<file path="src/rtl/pixel_block_packer.sv">
// pixel_block_packer
//   Packs an 8-bit pixel stream into DATA_WIDTH-bit plaintext blocks for the
//   Feistel cipher. Each frame is closed with zero padding (PAD_MODE=0) or
//   PKCS#7 padding (PAD_MODE=1). PKCS#7 adds a whole pad block when a frame
//   ends exactly on a block boundary. Every finished block is presented with
//   a single-cycle tvalid pulse. The cipher cannot stall, so all flow control
//   happens on the pixel side through pix_tready.
//
// Ports
//   clk, reset             rising-edge clock, asynchronous active-high reset
//   pix_tvalid/tdata/tlast pixel byte stream in, held by upstream until accepted
//   pix_tready             high while the packer is filling a block
//   tvalid                 1-cycle pulse, plaintext holds a new block
//   plaintext              packed block, first byte in the top byte lane
//   block_last             final block of the frame (qualified by tvalid)
//   block_count            0-based block index within the frame
//   frame_done             tvalid && block_last
module pixel_block_packer #(
  parameter int DATA_WIDTH = 256,
  parameter int PAD_MODE   = 1,
  parameter int CNT_WIDTH  = 16
) (
  input  logic                  clk,
  input  logic                  reset,
  input  logic                  pix_tvalid,
  input  logic [7:0]            pix_tdata,
  input  logic                  pix_tlast,
  output logic                  pix_tready,
  output logic                  tvalid,
  output logic [DATA_WIDTH-1:0] plaintext,
  output logic                  block_last,
  output logic [CNT_WIDTH-1:0]  block_count,
  output logic                  frame_done
);

  localparam int NB    = DATA_WIDTH / 8;
  localparam int IDX_W = (NB > 1) ? $clog2(NB) : 1;
  localparam logic [7:0] NB_BYTE = 8'(NB);

  typedef enum logic [1:0] {FILL, EMIT, PADBLK} state_t;

  state_t                state_q, state_d;
  logic [IDX_W-1:0]      idx_q, idx_d;
  logic [DATA_WIDTH-1:0] slots_q, slots_d;
  logic                  pad_pending_q, pad_pending_d;
  logic                  tvalid_q, tvalid_d;
  logic [DATA_WIDTH-1:0] plaintext_q, plaintext_d;
  logic                  block_last_q, block_last_d;
  logic [CNT_WIDTH-1:0]  block_count_q, block_count_d;
  logic                  frame_done_q, frame_done_d;

  logic                  accept;
  logic [7:0]            pad_byte;
  logic [DATA_WIDTH-1:0] merged;

  assign pix_tready  = (state_q == FILL) && !reset;
  assign tvalid      = tvalid_q;
  assign plaintext   = plaintext_q;
  assign block_last  = block_last_q;
  assign block_count = block_count_q;
  assign frame_done  = frame_done_q;

  always_comb begin
    state_d       = state_q;
    idx_d         = idx_q;
    slots_d       = slots_q;
    pad_pending_d = pad_pending_q;
    tvalid_d      = 1'b0;
    plaintext_d   = plaintext_q;
    block_last_d  = block_last_q;
    frame_done_d  = 1'b0;
    block_count_d = block_count_q;
    accept        = pix_tvalid && pix_tready;

    // Count advances once per emitted block and restarts after the frame's last one.
    if (tvalid_q) begin
      block_count_d = block_last_q ? '0 : block_count_q + CNT_WIDTH'(1);
    end

    // Block as it would look if the current byte closes it: earlier slots from
    // the shift register, the incoming byte at idx, padding above it.
    pad_byte = (PAD_MODE != 0) ? 8'(NB - 1 - int'(idx_q)) : 8'h00;
    merged   = '0;
    for (int s = 0; s < NB; s++) begin
      if (s < int'(idx_q)) begin
        merged[DATA_WIDTH-8*(s+1) +: 8] = slots_q[DATA_WIDTH-8*(s+1) +: 8];
      end else if (s == int'(idx_q)) begin
        merged[DATA_WIDTH-8*(s+1) +: 8] = pix_tdata;
      end else begin
        merged[DATA_WIDTH-8*(s+1) +: 8] = pad_byte;
      end
    end

    case (state_q)
      FILL: begin
        if (accept) begin
          slots_d[DATA_WIDTH-8*(int'(idx_q)+1) +: 8] = pix_tdata;
          if ((idx_q == IDX_W'(NB - 1)) || pix_tlast) begin
            plaintext_d = merged;
            idx_d       = '0;
            state_d     = EMIT;
            tvalid_d    = 1'b1;
            // A PKCS#7 frame that ends on a full block still owes a pad block,
            // so this data block cannot be the frame's last.
            if ((PAD_MODE != 0) && pix_tlast && (idx_q == IDX_W'(NB - 1))) begin
              pad_pending_d = 1'b1;
              block_last_d  = 1'b0;
              frame_done_d  = 1'b0;
            end else begin
              block_last_d  = pix_tlast;
              frame_done_d  = pix_tlast;
            end
          end else begin
            idx_d = idx_q + IDX_W'(1);
          end
        end
      end
      EMIT: begin
        if (pad_pending_q) begin
          state_d       = PADBLK;
          plaintext_d   = {NB{NB_BYTE}};
          tvalid_d      = 1'b1;
          block_last_d  = 1'b1;
          frame_done_d  = 1'b1;
          pad_pending_d = 1'b0;
        end else begin
          state_d = FILL;
        end
      end
      PADBLK: begin
        state_d = FILL;
      end
      default: begin
        state_d = FILL;
      end
    endcase
  end

  always_ff @(posedge clk or posedge reset) begin
    if (reset) begin
      state_q       <= FILL;
      idx_q         <= '0;
      slots_q       <= '0;
      pad_pending_q <= 1'b0;
      tvalid_q      <= 1'b0;
      plaintext_q   <= '0;
      block_last_q  <= 1'b0;
      block_count_q <= '0;
      frame_done_q  <= 1'b0;
    end else begin
      state_q       <= state_d;
      idx_q         <= idx_d;
      slots_q       <= slots_d;
      pad_pending_q <= pad_pending_d;
      tvalid_q      <= tvalid_d;
      plaintext_q   <= plaintext_d;
      block_last_q  <= block_last_d;
      block_count_q <= block_count_d;
      frame_done_q  <= frame_done_d;
    end
  end

endmodule

</file>
<file path="config.mk">
export PLATFORM = sky130hd
export DESIGN_NAME = pixel_block_packer
export DESIGN_NICKNAME = d
export VERILOG_FILES = /design/src/rtl/pixel_block_packer.sv
export SDC_FILE = /design/constraint.sdc
export NUM_CORES = 1
export LEC_CHECK = 0
export ABC_AREA = 1
export ABC_CLOCK_PERIOD_IN_PS = 29300
export BUFFER_PORTS_ARGS = -buffer_cell sky130_fd_sc_hd__buf_4
export CAP_MARGIN = 10
export CORE_MARGIN = 10
export CORE_UTILIZATION = 30
export DETAILED_ROUTE_END_ITERATION = 7
export GPL_ROUTABILITY_DRIVEN = 0
export SKIP_CTS_REPAIR_TIMING = 1
export SLEW_MARGIN = 20
export SYNTH_ARGS = -nofsm -noshare
export SYNTH_HDL_FRONTEND = slang
export SYNTH_SLANG_ARGS = --single-unit
</file>
<file path="constraint.sdc">
create_clock -name clk -period 29.3 [get_ports clk]
set_input_delay 8.79 -clock clk [delete_from_list [all_inputs] [get_ports clk]]
set_output_delay 8.79 -clock clk [all_outputs]
set_load 0.005 [all_outputs]
</file>
# Yosys cells after proc, flatten, opt, wreduce, memory -nomap -nowiden
# Index checks and enable logic that the tools add are counted.
# totals
reg_bits,539
input_bits,12
output_inout_bits,276
wordCells,187
# op_classes
add_sub_neg,6
magnitude_cmp,31
n_eq_ne,37
n_shift,2
n_mux,90
n_reduce_logical,12
# ops
op,count
2-to-1 mux 256 bit,3
case mux 256 bit (2 select lines),1
2-to-1 mux 8 bit,63
bitwise mux 256 bit,1
"variable shift 8 x 33 -> 256 bit, first input constant",1
indexed part select 8 x 33 -> 256 bit,1
"== test 5 bit, first input constant",16
"< comparator 5 bit, first input constant",15
"== test 4 x 5 -> 1 bit, first input constant",8
"< comparator 4 x 5 -> 1 bit, first input constant",8
negation 10 -> 33 bit,1
"== test 3 x 5 -> 1 bit, first input constant",4
"< comparator 3 x 5 -> 1 bit, first input constant",4
"adder 16 x 1 -> 16 bit, second input constant",1
2-to-1 mux 16 bit,1
2-to-1 mux 1 bit,12
"== test 2 x 5 -> 1 bit, first input constant",2
"< comparator 1 x 5 -> 1 bit, first input constant",2
"< comparator 2 x 5 -> 1 bit, first input constant",2
"subtractor 9 x 9 -> 10 bit, first input constant",1
case mux 1 bit (2 select lines),4
AND reduction 4 bit,2
"adder 5 x 1 -> 6 bit, second input constant",1
2-to-1 mux 2 bit,3
other kinds (16),21

# Longest topological paths before layout
# depth
ltp_word,6
depth_mapped,27
mapped_depth_nobuf,21

# Least setup slack after synthesis
# Ideal clock, no wire load.
# synth_path
kind,input port to output port
start,input port reset
end,output port pix_tready
t_arrival_ps,8997
t_required_ps,20510
slack_ps,11513
cell_stages,1
path_buffers,0
cell_sequence,nor3_1
# synth_via
elab_chain_len,2
# synth_lines
item,line_no,source
from (decl),24,"input logic reset,"
logical NOT 1 bit (no line),n/a,
logical AND 1 bit,56,assign pix_tready = (state_q == FILL) && !reset;
to (decl),28,"output logic pix_tready,"
# No other way between the ends.

# Final worst setup path
# Same ends and word-level chain as after synthesis.

==> impl_metrics.yaml <==
power_and_ir_drop:
  powerDensity_nw_per_um2: 73.51
  total_power_mw: 2.296
  p_comb_share_pct: 25.8
  power.clock.fraction_pct: 34.6
  p_leak_nw: 14.03
  power.switching_mw: 0.7850
  seqPwrFrac_pct: 39.6
  p_int_mw: 1.511
  p_sw_share_pct: 34.19
  ir_drop_v: 0.00003957
layout:
  n_antenna_cell: 0
  drive_above_1_share_pct: 14.82
  syn_to_final_growth_pct: 19.64
  nNetsFinal: 3427
  layout_common_cells: "nand2_1 (813), dfrtp_1 (529), o21ai_0 (471), buf_4 (326), nor2_1 (256)"
  final_common_cell: "nand2_1"
timing:
  finalCritPeriodShare_pct: 61.89
  skew_ns: 0.03112
  min_period_ns: 18.13
  relSlewSlack_pct: 25.59
  setup_tns_ns: 0
  fin_hold_ws_ns: 0.4644
  finalSetupViolCount: 0
  drv_slew: 0
  fmax_mhz: 55.15
  rsz0062_at_grt: "no"
  tightest_slew_ns: 1.112
  hold_viol: 0
floorplan:
  dieHeight_microns: 315
  ios: 288
  start_util_pct: 30.14
  die_area_sq_um: 99230
  fp.coreArea_sq_um: 86620
  fp.dieW_microns: 315
  row_count: 108
critical_path:
  ff2ff_path_depth: 18
  path_common_cell: "buf_4"
  r2r_end: "slots_q[222]"
  cpPeakStageDelay_ns: 0.24
  crit_chain: "buf_4, nor3_1, buf_4"
  critPathLaunchType: "input port"
  rrSetupSlack_ns: 22.30
  crit_fanout: 2
  crit_path_end_kind: "output pin"
  r2r_start: "idx_q[0]"
  cp.required_ns: 20.51
  critPathSlowestCell: "nor3_1"
  path_class: "input port to output pin"
  cp.arrival_ns: 9.34
worst_hold_path:
  hold_depth: 2
  hold_class: "register to register"
  worstHoldEndpoint: "slots_q[107]"
  hold_start: "slots_q[107]"
synth:
  synth_top_area_share_pct: 50.90
  syn_nets: 3250
  ys_ff_latch: 531
  synth_top_cell_by_area: "dfrtp_1"
  synth_top_cells_by_area: "dfrtp_1 (51%), nand2_1 (12%), o21ai_0 (9.0%)"
  syn_inst: 3221
  netlist_area_sq_um: 26110
  synth_edf_count: 0
  synthArstFlopShare_pct: 100.0
  yosys_warnings: 0
  ys_types: 53
  synth_ff_type: "dfrtp_1"
  seq_area_frac_synth_pct: 50.90
  synth_area_per_cell_sq_um: 8.105
route:
  drt_first_pass_iters: 8
  drtAntennaViolNets: 0
  viasPerCell: 5.406
  via_count: 24878
  drt_iter0_drc: 3205
  drt_wl_total_microns: 111100
  avgRoutedWirePerCell_microns: 24.15
  route.detailed.drc: 9
placement:
  hpwl_microns: 75680
  port_buffers: 287
clock_tree:
  cts.path.max_buffers: 3
  cts_root_buf: "clkbuf_16"
  numCtsBuffers: 59
  htree_levels: 2
  clock_latency_ns: 0.65
  clock_sinks: 531
  tritoncts: "built"
  clk_pin_slew_ns: 0.07
global_routing:
  antenna_found_initial: 4
  grt_use_total_pct: 21.52
  grt_start_max_net_pins: 176
  grt_overflow: 0
  grt_pass1_vias: 23633
  grt_pass1_wl_microns: 161300
outcome:
  failed_checks: "DRC"
  status: "finished with violations"
flow_run:
  cap_viol_max_count: 0
per-layer routing:
layer | track usage (%) | share of wire [%]
met5 | 0 | 0.031
met4 | 9.622 | 4.6
met3 | 6.293 | 11
met2 | 32.96 | 44
met1 | 27.82 | 40
cells by family after synthesis:
| kind of cell | after synthesis | synth area share [%] |
|---|---|---|
| compound gates | 848 | 18.71 |
| fa+ha+maj | 17 | 0.8147 |
| buf+inv | 399 | 6.177 |
| flops | 531 | 50.90 |
| mux | 3 | 0.1150 |
| simple gates | 1423 | 23.29 |
power by group through the flow:
| stage | Sequential, mW | Clock, mW | Combinational [mW] |
|---|---|---|---|
| detailed placement | 0.920 | 0 | 0.593 |
| global route | 0.920 | 0.833 | 0.639 |
| finish | 0.910 | 0.793 | 0.593 |
| CTS | 0.909 | 0.804 | 0.595 |
| floorplan | 0.908 | 0 | 0.271 |
| global placement | 0.919 | 0 | 0.591 |
registers in the layout (all words and copies together) (netlist names):
register and cells:
block_last 1, plaintext 256, block_count 16, slots_q 248, state_q 2, tvalid 1, idx_q 5, frame_done 1
pad_pending_q 1
worst max-delay path, delay by kind of cell:
kind / cells / cell delay [ns]
AND/OR/NAND/NOR: 1 / 0.24
buffers and inverters: 2 / 0.32
synthesized netlist by cell type, drive strengths merged, types with 7 or more instances:
cell type	count
a2bb2oi	9
dfrtp	531
or2	13
nor2	276
o22ai	23
o21ai	553
ha	17
nor3	88
a21oi	75
a21o	7
a211oi	32
o211ai	23
o21a	9
nand2	837
clkinv	8
o31ai	14
clkbuf	137
buf	75
nand4	65
inv	179
a22o	39
nand3	137
a22oi	42
layout make-up:
class / count / area, sq um
clock buffer: 86 / 1739
clock inverter: 24 / 316.6
fill: 8992 / 55380
inverter: 187 / 710.7
multi-input combinational: 2291 / 11250
sequential: 531 / 13290
tap: 1155 / 1445
timing repair buffer: 328 / 2487
stage by stage:
stage	utilization (%)	cell area, sq um	worst slack, ns	std cells
after detailed placement	33.69	29180	11.15	4492
after floorplan	-	26110	5.671	3221
final	36.06	31240	11.17	4602
after CTS	36.06	31240	11.15	4602
after global routing	36.06	31240	11.07	4602
after global placement	33.69	29180	11.18	4492
how the worst max path moves through the flow:
| stage | from | to | slack [ns] | cells past startpoint |
|---|---|---|---|---|
| floorplan | reset | block_count[0] | 5.67 | 1 |
| global placement | reset | pix_tready | 11.18 | 3 |
| detailed placement | reset | pix_tready | 11.15 | 3 |
| CTS | reset | pix_tready | 11.15 | 3 |
| global route | reset | pix_tready | 11.07 | 3 |
| finish | reset | pix_tready | 11.17 | 3 |
Note: power is estimated with default switching activity, not from simulation.
